<file path="src/rtl/leaf_hub_link.sv">
// leaf_hub_link: leaf endpoint stamping/buffering upstream words and filtering/buffering root traffic
module leaf_hub_link_fifo2 #(
  parameter int W = 8
) (
  input  logic         clk,
  input  logic         reset,
  input  logic         push,
  input  logic         pop,
  input  logic [W-1:0] din,
  output logic [W-1:0] dout,
  output logic         full,
  output logic         empty
);
  logic [W-1:0] mem [2];
  logic         wp, rp;
  logic [1:0]   cnt;
  always_ff @(posedge clk or posedge reset)
    if (reset) begin
      mem[0] <= '0;
      mem[1] <= '0;
      wp     <= 1'b0;
      rp     <= 1'b0;
      cnt    <= 2'd0;
    end else begin
      if (push) begin
        mem[wp] <= din;
        wp      <= ~wp;
      end
      if (pop) rp <= ~rp;
      cnt <= cnt + 2'(push) - 2'(pop);
    end
  assign dout  = mem[rp];
  assign full  = cnt == 2'd2;
  assign empty = cnt == 2'd0;
endmodule

module leaf_hub_link #(
  parameter logic [7:0] FPGA_ID  = 8'd1,
  parameter logic [7:0] BCAST_ID = 8'hFF
) (
  input  logic        clk,
  input  logic        reset,
  input  logic [47:0] loc_tx_data,
  input  logic [7:0]  loc_tx_dest,
  input  logic        loc_tx_valid,
  output logic        loc_tx_ready,
  output logic [63:0] up_tx_data,
  output logic        up_tx_valid,
  input  logic        up_tx_ready,
  input  logic [63:0] up_rx_data,
  input  logic        up_rx_valid,
  output logic        up_rx_ready,
  output logic [47:0] loc_rx_data,
  output logic [7:0]  loc_rx_src,
  output logic        loc_rx_bcast,
  output logic        loc_rx_valid,
  input  logic        loc_rx_ready,
  output logic [15:0] tx_count,
  output logic [15:0] rx_count,
  output logic [15:0] drop_count
);
  logic tx_full, tx_empty, rx_full, rx_empty;
  logic tx_push, tx_pop, rx_fire, rx_push, rx_pop, hit, bc, drop;
  assign loc_tx_ready = !tx_full;
  assign up_tx_valid  = !tx_empty;
  assign up_rx_ready  = !rx_full;
  assign loc_rx_valid = !rx_empty;
  assign tx_push = loc_tx_valid && loc_tx_ready;
  assign tx_pop  = up_tx_valid && up_tx_ready;
  assign rx_pop  = loc_rx_valid && loc_rx_ready;
  assign rx_fire = up_rx_valid && up_rx_ready;
  assign hit     = up_rx_data[63:56] == FPGA_ID;
  assign bc      = up_rx_data[63:56] == BCAST_ID;
  assign rx_push = rx_fire && (hit || bc);
  assign drop    = rx_fire && !(hit || bc);
  leaf_hub_link_fifo2 #(.W(64)) u_tx (
    .clk(clk), .reset(reset), .push(tx_push), .pop(tx_pop),
    .din({loc_tx_dest, FPGA_ID, loc_tx_data}), .dout(up_tx_data),
    .full(tx_full), .empty(tx_empty)
  );
  leaf_hub_link_fifo2 #(.W(57)) u_rx (
    .clk(clk), .reset(reset), .push(rx_push), .pop(rx_pop),
    .din({bc, up_rx_data[55:0]}), .dout({loc_rx_bcast, loc_rx_src, loc_rx_data}),
    .full(rx_full), .empty(rx_empty)
  );
  // counters stick at all-ones rather than wrapping
  always_ff @(posedge clk or posedge reset)
    if (reset) begin
      tx_count   <= 16'd0;
      rx_count   <= 16'd0;
      drop_count <= 16'd0;
    end else begin
      if (tx_pop && ~&tx_count) tx_count <= tx_count + 16'd1;
      if (rx_pop && ~&rx_count) rx_count <= rx_count + 16'd1;
      if (drop && ~&drop_count) drop_count <= drop_count + 16'd1;
    end
endmodule

</file>
<file path="config.mk">
export PLATFORM = sky130hd
export DESIGN_NAME = leaf_hub_link
export DESIGN_NICKNAME = d
export VERILOG_FILES = /design/src/rtl/leaf_hub_link.sv
export SDC_FILE = /design/constraint.sdc
export NUM_CORES = 1
export LEC_CHECK = 0
export ABC_CLOCK_PERIOD_IN_PS = 13300
export CAP_MARGIN = 20
export CORE_MARGIN = 2
export CORE_UTILIZATION = 48
export CTS_CLUSTER_SIZE = 14
export DETAILED_ROUTE_END_ITERATION = 10
export PLACE_DENSITY = 0.77
export SLEW_MARGIN = 5
export SYNTH_ARGS = -nofsm -noshare
export SYNTH_HDL_FRONTEND = slang
export SYNTH_SLANG_ARGS = --single-unit
</file>
<file path="constraint.sdc">
create_clock -name clk -period 13.3 [get_ports clk]
set_input_delay 2.66 -clock clk [delete_from_list [all_inputs] [get_ports clk]]
set_output_delay 2.66 -clock clk [all_outputs]
set_load 0.05 [all_outputs]
</file>
Yosys cells after proc, flatten, opt, wreduce, memory -nomap -nowiden
Cells that the tools add are included.

Flip-flop bits (word level): 298. Output and inout bits: 173. Logic and storage cells: 75.

$add $sub $neg: 7. $lt $le $gt $ge: 6. Eq/ne operators: 4. Muxes and demuxes: 12. Bitwise logic cells: 8. Reduce and logical (&&, ||, !) cells: 25.

Operator list (count): 2-to-1 mux 64 bit (4); 2-to-1 mux 57 bit (4); bitwise mux 128 bit (1); bitwise mux 114 bit (1); demux 64 bit (select 1 bit) (1); demux 57 bit (select 1 bit) (1); adder 16 x 1 -> 16 bit (second input constant) (3); AND reduction 16 bit (3); logical AND 1 bit (11); == test 8 x 1 -> 1 bit (second input constant) (1); == test 8 bit (second input constant) (1); >= comparator 2 bit (second input constant) (4); logical NOT 1 bit (8); inverter 1 -> 2 bit (4); adder 2 x 1 -> 2 bit (2); == test 2 bit (second input constant) (2); logical NOT 2 bit (2); less-than comparator 2 x 1 -> 1 bit (second input constant) (2); inverter 1 bit (4); subtractor 2 x 1 -> 2 bit (2); logical OR 1 bit (1).

Depth between registers and ports, before layout
Gate-level depths: netlist (run 1).

Word-level depth: 6. Mapped depth: 7. Depth with buffers taken out: 6.

Modules after synthesis
Synthesis (run 1) repeated with hierarchy kept, for this count alone.

Cells, all modules: 904. Area total of the unflattened synthesis: 13695.6 um2.

Modules (own cells, without submodules): leaf_hub_link_fifo2 at u_tx (times used 1, cells an instance 357, area each 6023.3 um2, seq. area each 3303.2 um2); leaf_hub_link_fifo2 at u_rx (times used 1, cells an instance 320, area each 5215.0 um2, seq. area each 2952.8 um2); leaf_hub_link (times used 1, cells an instance 227, area each 2457.4 um2, seq. area each 1201.2 um2).

Worst setup path before layout (run 1)
No wires, ideal clock.

Path kind: register -> output. From: register u_rx.rp. To: output port loc_rx_data[0]. Arrival: 1.547 ns. Slack: 9.093 ns. Stages on the path, launching flop included: 4. Buffers on the path: 2. Cell sequence: dfrtp_1 > buf_1 > buf_1 > mux2_2.

Longest elaborated chain between the ends: 4.

Ends and longest elaborated chain: start, declared (line 15) `logic wp, rp;`; start signal, assigned (line 29) `if (pop) rp <= ~rp;`; inverter 1 -> 2 bit (implied by the code) (line 32) `assign dout = mem[rp];`; 2-to-1 mux 57 bit (implied by the code) (3 in a row) (line 32); end, declared (line 53) `output logic [47:0] loc_rx_data,`.

Every way passes these cells. The select of a mux whose other input is x is not followed.

Final worst setup path (run 1)
From: register u_tx.rp. To: output port up_tx_data[22].

Longest elaborated chain between the ends: 4.

Ends and longest elaborated chain: start, declared (line 15); start signal, assigned (line 29); inverter 1 -> 2 bit (implied by the code) (line 32); 2-to-1 mux 64 bit (implied by the code) (3 in a row) (line 32); end, declared (line 47) `output logic [63:0] up_tx_data,`.

Every way passes these cells. The select of a mux whose other input is x is not followed.

==> results of run 1 <==
[cells by family after synthesis]
family / synth area share (%)
flip-flops: 56.1
XOR/XNOR: 3.25
AND/OR/NAND/NOR: 4.74
multiplexers: 31.7
adder cells (fa/ha/maj): 0.691
other: 0.0296
buffers and inverters: 2.70
AO/OA/AOI/OAI: 0.819
[final timing paths]
path	start	to	depth (start not counted)
setup / recovery	u_tx.rp	up_tx_data[22]	3
hold / removal	u_tx.mem[48]	u_tx.mem[48]	1
setup reg to reg	u_rx.cnt[0]	u_rx.mem[108]	6
hold reg to reg	u_tx.mem[48]	u_tx.mem[48]	1
max in group asynchronous	reset	u_tx.mem[16]	4
min in group asynchronous	reset	tx_count[10]	2
[per-layer routing]
layer	vias up	routed length, um	part of all wire [%]
met4	0	610	2.2
met2	249	12300	45
met1	3968	12200	45
met5	-	0	0
li1	3651	-	-
met3	41	2310	8.4
[where the power goes]
| part | switching [mW] | internal, mW |
|---|---|---|
| clock network | 0.332 | 0.496 |
| registers | 0.152 | 1.10 |
| logic | 1.04 | 0.741 |
[worst max-delay path: stages (launching register included)]
cell,delay (ns)
dfrtp_2,0.66
buf_4,0.57
mux2_2,0.41
clkdlybuf4s50_1,0.73
[flip-flops by register name, summed over array words and instances, names as in the netlist]
signal      flops
u_rx.cnt        2
tx_count       16
u_tx.rp         1
u_rx.rp         1
u_rx.mem      114
u_tx.cnt        2
u_tx.mem      114
u_rx.wp         1
rx_count       16
drop_count     16
u_tx.wp         1
[metrics by stage]
stage	total power, mW	utilization [%]	setup slack [ns]	instances
floorplan	2.52	-	2.80	871
finish	3.87	64.6	7.70	1510
global placement	3.04	60.8	7.83	1457
CTS	3.91	64.6	7.66	1510
global route	4.04	64.6	7.57	1510
detailed placement	3.06	60.8	7.81	1457
[layout make-up]
class / instances / area, um^2
sequential: 284 / 7110
fill: 1965 / 9190
clock inverter: 9 / 101
tap: 335 / 419
inverter: 9 / 41.3
multi-input combinational: 530 / 5270
clock buffer: 44 / 885
timing repair buffer: 299 / 2970
[layout by cell type, fill, tap and decap left out, types with 2 or more instances in the layout]
master / instances
a21oi_1: 2
and4_1: 7
nand4_1: 18
ha_1: 7
mux2_1: 31
buf_4: 8
or2_2: 3
a31oi_1: 2
clkdlybuf4s50_1: 291
xnor2_1: 31
xor2_1: 16
dfrtp_1: 282
clkbuf_1: 7
mux2_2: 286
clkinv_2: 5
nand2_2: 2
conb_1: 7
nand2b_1: 3
clkbuf_8: 6
o21a_1: 3
nor4_1: 4
dfrtp_2: 2
and2_1: 3
clkbuf_16: 31
mux2_4: 30
inv_1: 8
or3_1: 2
nand2_1: 19
o21ai_0: 2
nor2_1: 10
bufinv_16: 2
and3_1: 7
nor3_1: 5
nand3_1: 18
==> reports/qor.yml, run 1 <==
cts_tree: "done"
vdd_drop_max_v: 0.000230
total_leakage_power_nw: 7.60
fin_area_um2: 16800
cp-end-kind: "primary output"
arrival_ns: 2.94
die_w_um: 167
nets: 1287
synthTopCellsByArea: "dfrtp_1, mux2_2, mux2_4"
syn2layout_area_growth_pct: 32.5
grt_pass1_vias: 8344
grt_overflow: 0
postRouteAntennaNets: 0
dieArea_um2: 27700
htreeDepth: 1
synth_cells: 865
postCtsSetupBuffers: 0
fin_crit_ns: 5.60
ys_warn_count: 0
grt_max_degree: 80
diodes: 0
synthArstFlopShare_pct: 100
ys_seq_area_share_pct: 56.1
outcome: "finished, final reports clean"
met1_usage_pct: 26.2
clock_skew_ns: 0.0130
drt_pass1_iterations: 5
holdWs_ns: 0.468
drc_errors: 0
grt_pass1_wl_um: 44400
setup_viol: 0
synth-seq-cells: 284
reg2reg_slack_ns: 10.73
critPathRequiredTime_ns: 10.64
tns_ns: 0
synth_common_cells: "mux2_2, dfrtp_1, mux2_1, xnor2_1, mux2_4"
tightest_slew_ns: 1.00
synth-main-ff-cell: "dfrtp_1"
gp_congestion: 0.808
wirelength_um: 27400
die_h_um: 167
crit_type: "flop to primary output"
holdBufCountCts: 0
path_max_fanout: 40
crit_path_start_kind: "flop"
globalRouteMet2Util_pct: 30.8
hold_viol: 0
num_io_pins: 299
post-synth-top-count-cell: "mux2_2"
cts_buffer_depth: 3
ys_types: 42
dp_hpwl_um: 18300
synth_area_um2: 12700
synth_top_area_share_pct: 56.1
power_density_nw_per_um2: 230
start_util_pct: 48.8
core_area_um2: 26000
avgSynthCellArea_um2: 14.7
drive_above_1_share_pct: 32.8
post-route-period-util_pct: 42.1
slew_headroom_pct: 33.2
clk_pin_slew_ns: 0.06
cts_resized: 0
worst_skew_pair.late_latency_ns: 0.55
grt_antenna_before_repair: 0
portBuffers: 291
hold_class: "flop to flop"
yosysTopAreaCell: "dfrtp_1"
synth_edf_count: 0
top_usage_layer: "met2"
fp-row-count: 59
numCtsBuffers: 30
rsz0062_at_grt: "false"
place_area_um2: 15800
grt_use_met3_pct: 6.20
via_per_inst: 5.24
cap_violations: 0
first_iter_violations: 365
max_freq_ghz: 0.178
clockRootBuffer: "clkbuf_16"
cts_sinks: 284
grt_usage_pct: 19.4
route.vias.total: 7909
routedWlPerCell_um: 18.2
final_max_slew_viol_count: 0
Power figures use the tool's default switching activity.
==> run 2, diff against run 1 <==
--- a/config.mk
+++ b/config.mk
@@ -5,13 +5,13 @@
 export SDC_FILE = /design/constraint.sdc
 export NUM_CORES = 1
 export LEC_CHECK = 0
-export ABC_CLOCK_PERIOD_IN_PS = 13300
+export ABC_CLOCK_PERIOD_IN_PS = 4530
 export CAP_MARGIN = 20
 export CORE_MARGIN = 2
-export CORE_UTILIZATION = 48
+export CORE_UTILIZATION = 45
 export CTS_CLUSTER_SIZE = 14
 export DETAILED_ROUTE_END_ITERATION = 10
-export PLACE_DENSITY = 0.77
+export PLACE_DENSITY = 0.76
 export SLEW_MARGIN = 5
 export SYNTH_ARGS = -nofsm -noshare
 export SYNTH_HDL_FRONTEND = slang
==> constraint.sdc (replaced) <==
create_clock -name clk -period 4.53 [get_ports clk]
set_input_delay 0.906 -clock clk [delete_from_list [all_inputs] [get_ports clk]]
set_output_delay 0.906 -clock clk [all_outputs]
set_load 0.05 [all_outputs]
==> reports/qor.yml, run 2 (synthesis results as in run 1) <==
outcome: "finished, final reports clean"
cap_violations: 0  # unchanged
final_max_slew_viol_count: 0  # unchanged
cp-end-kind: "primary output"
hold_viol: 0  # unchanged
diodes: 0  # unchanged
post-route-period-util_pct: 81.7
clockRootBuffer: "clkbuf_16"
critical-path-max-stage-delay_ns: 0.77  # +0.04 ns
rsz0062_at_grt: "false"
die_h_um: 172  # +3.2%
cts_sinks: 284  # unchanged
holdWs_ns: 0.465  # -0.00285 ns
vdd_drop_max_v: 0.000400  # +74%
cp_num_buf_inv: 2  # unchanged
num_io_pins: 299  # unchanged
final_util_pct: 61.6  # -3.0 points
grt_usage_pct: 19.0  # -0.39 points
cts_buffer_depth: 3  # unchanged
grt_overflow: 0  # unchanged
crit_path_start_kind: "flop"
p_sw_share_pct: 38.7  # -0.84 points
fin_crit_ns: 3.70
grt_pass1_wl_um: 44700  # +0.75%
slew_headroom_pct: 31.8  # -1.4 points
postRouteAntennaNets: 0  # unchanged
mostFrequentLayoutCells: "clkdlybuf4s50_1, mux2_2, dfrtp_1"
core_area_um2: 27800  # +6.9%
setup_viol: 0  # unchanged
p_int_mw: 7.16  # +210%
postCtsSetupBuffers: 0  # unchanged
critPathRequiredTime_ns: 3.62  # -7.02 ns
cts_resized: 0  # unchanged
path_max_fanout: 35  # -13%
die_w_um: 172  # +3.2%
max_freq_ghz: 0.270
drt_pass1_iterations: 4  # -1
cpMaxStageDelayCell: "dfrtp_2"
p_comb_share_pct: 45.1  # -1.0 points
p_sw_mw: 4.52  # +200%
routedWlPerCell_um: 18.0  # -0.69%
portBuffers: 291  # unchanged
htreeDepth: 1  # unchanged
hold_class: "flop to flop"
fp-row-count: 61  # +3.4%
drc_errors: 0  # unchanged
start_util_pct: 45.6  # -3.2 points
power_density_nw_per_um2: 682  # +200%
syn2layout_area_growth_pct: 35.0
worst_skew_pair.late_latency_ns: 0.54  # about the same
total_leakage_power_nw: 7.72  # +1.6%
route.vias.total: 7925  # +0.20%
total_power_mw: 11.7  # +200%
arrival_ns: 2.80  # -0.14 ns
dieArea_um2: 29500  # +6.5%
tightest_slew_ns: 1.02  # +0.0215 ns
clock_skew_ns: 0.0139  # +0.000955 ns
final_common_cell: "clkdlybuf4s50_1"
numCtsBuffers: 31  # +3.3%
cp_cell_sequence: "buf_12, mux2_2, clkdlybuf4s50_1"
tns_ns: 0  # unchanged
first_iter_violations: 307  # -16%
top_regs: "u_rx.mem (114), u_tx.mem (114)"
seqPwrFrac_pct: 31.8  # -0.7 points
holdBufCountCts: 0  # unchanged
nets: 1293  # +0.47%
via_per_inst: 5.08  # -3.1%
clkPwrFrac_pct: 23.1  # +1.7 points
gp_congestion: 0.819  # +1.3%
dp_hpwl_um: 19300  # +5.3%
fillCellCount: 2213  # +13%
crit_type: "flop to primary output"
grt_pass1_vias: 8292  # -0.62%
cts_tree: "done"
grt_antenna_before_repair: 1  # +1
crit_family: "buffers and inverters"
drive_above_1_share_pct: 33.4  # +0.62 points
wirelength_um: 28100  # +2.7%
grt_max_degree: 69  # -14%
clk_pin_slew_ns: 0.06  # about the same
-- run 2: cell types whose count changed in the layout (fill, tap and decap cells not counted) --
cell | before | now
buf_4 | 8 | 4
clkinv_4 | 1 | 0
buf_12 | 0 | 9
inv_8 | 1 | 0
bufinv_16 | 2 | 6
clkinvlp_4 | 1 | 2
clkinv_2 | 5 | 6
clkbuf_1 | 7 | 5
clkbuf_8 | 6 | 7
-- run 2: metal layers --
layer / vias to the layer above / share of wire (%) / GRT usage (%) / wire, um
li1: 3674 / - / - / -
met1: 3952 / 42 / 24.0 / 11800
met2: 252 / 45 / 30.6 / 12800
met3: 45 / 10 / 7.64 / 2950
met4: 2 / 2.2 / 4.24 / 624
met5: - / 0.028 / 0 / 8
-- run 2: worst register-to-register path, stage by stage, from the launching register on --
cell	delay, ns
dfrtp_1	0.40
nand2b_1	0.18
nand2_1	0.18
inv_1	0.10
nand2_2	0.62
buf_12	0.29
mux2_2	0.37
-- run 2: power by group through the flow --
stage / clock network (mW) / registers [mW] / logic (mW)
2_1_floorplan: 0 / 3.85 / 3.54
3_5_place_dp: 0 / 3.75 / 5.29
4_1_cts: 2.77 / 3.71 / 5.32
6_report: 2.70 / 3.71 / 5.27
5_1_grt: 2.88 / 3.82 / 5.54
3_3_place_gp: 0 / 3.71 / 5.25
-- run 2: final timing paths --
check                      cells past startpoint  slack, ns         endpoint    startpoint
setup / recovery                               3       0.83  loc_rx_data[31]       u_rx.rp
hold / removal                                 1       0.47     u_tx.mem[48]  u_tx.mem[48]
setup reg to reg                               6       2.28     u_tx.mem[28]   u_tx.cnt[0]
hold reg to reg                                1       0.47     u_tx.mem[48]  u_tx.mem[48]
max in group asynchronous                      3       2.77    u_rx.mem[107]         reset
min in group asynchronous                      2       0.89     u_tx.mem[37]         reset
-- run 2: final cells by class --
class	instances	area, um^2	share of cell area, %
inverter	9	37.5	0.219
tap	378	473	2.76
multi-input combinational	530	5270	30.8
clock inverter	13	218	1.27
sequential	284	7110	41.5
clock buffer	43	891	5.20
timing repair buffer	304	3120	18.2
-- run 2: per-stage QoR --
stage / area, um^2 / instances / setup slack, ns
detailed placement: 16000 / 1505 / 1.25
global route: 17100 / 1561 / 0.704
finish: 17100 / 1561 / 0.828
CTS: 17100 / 1561 / 0.796
floorplan: 12700 / 871 / -0.139
global placement: 16000 / 1505 / 1.26
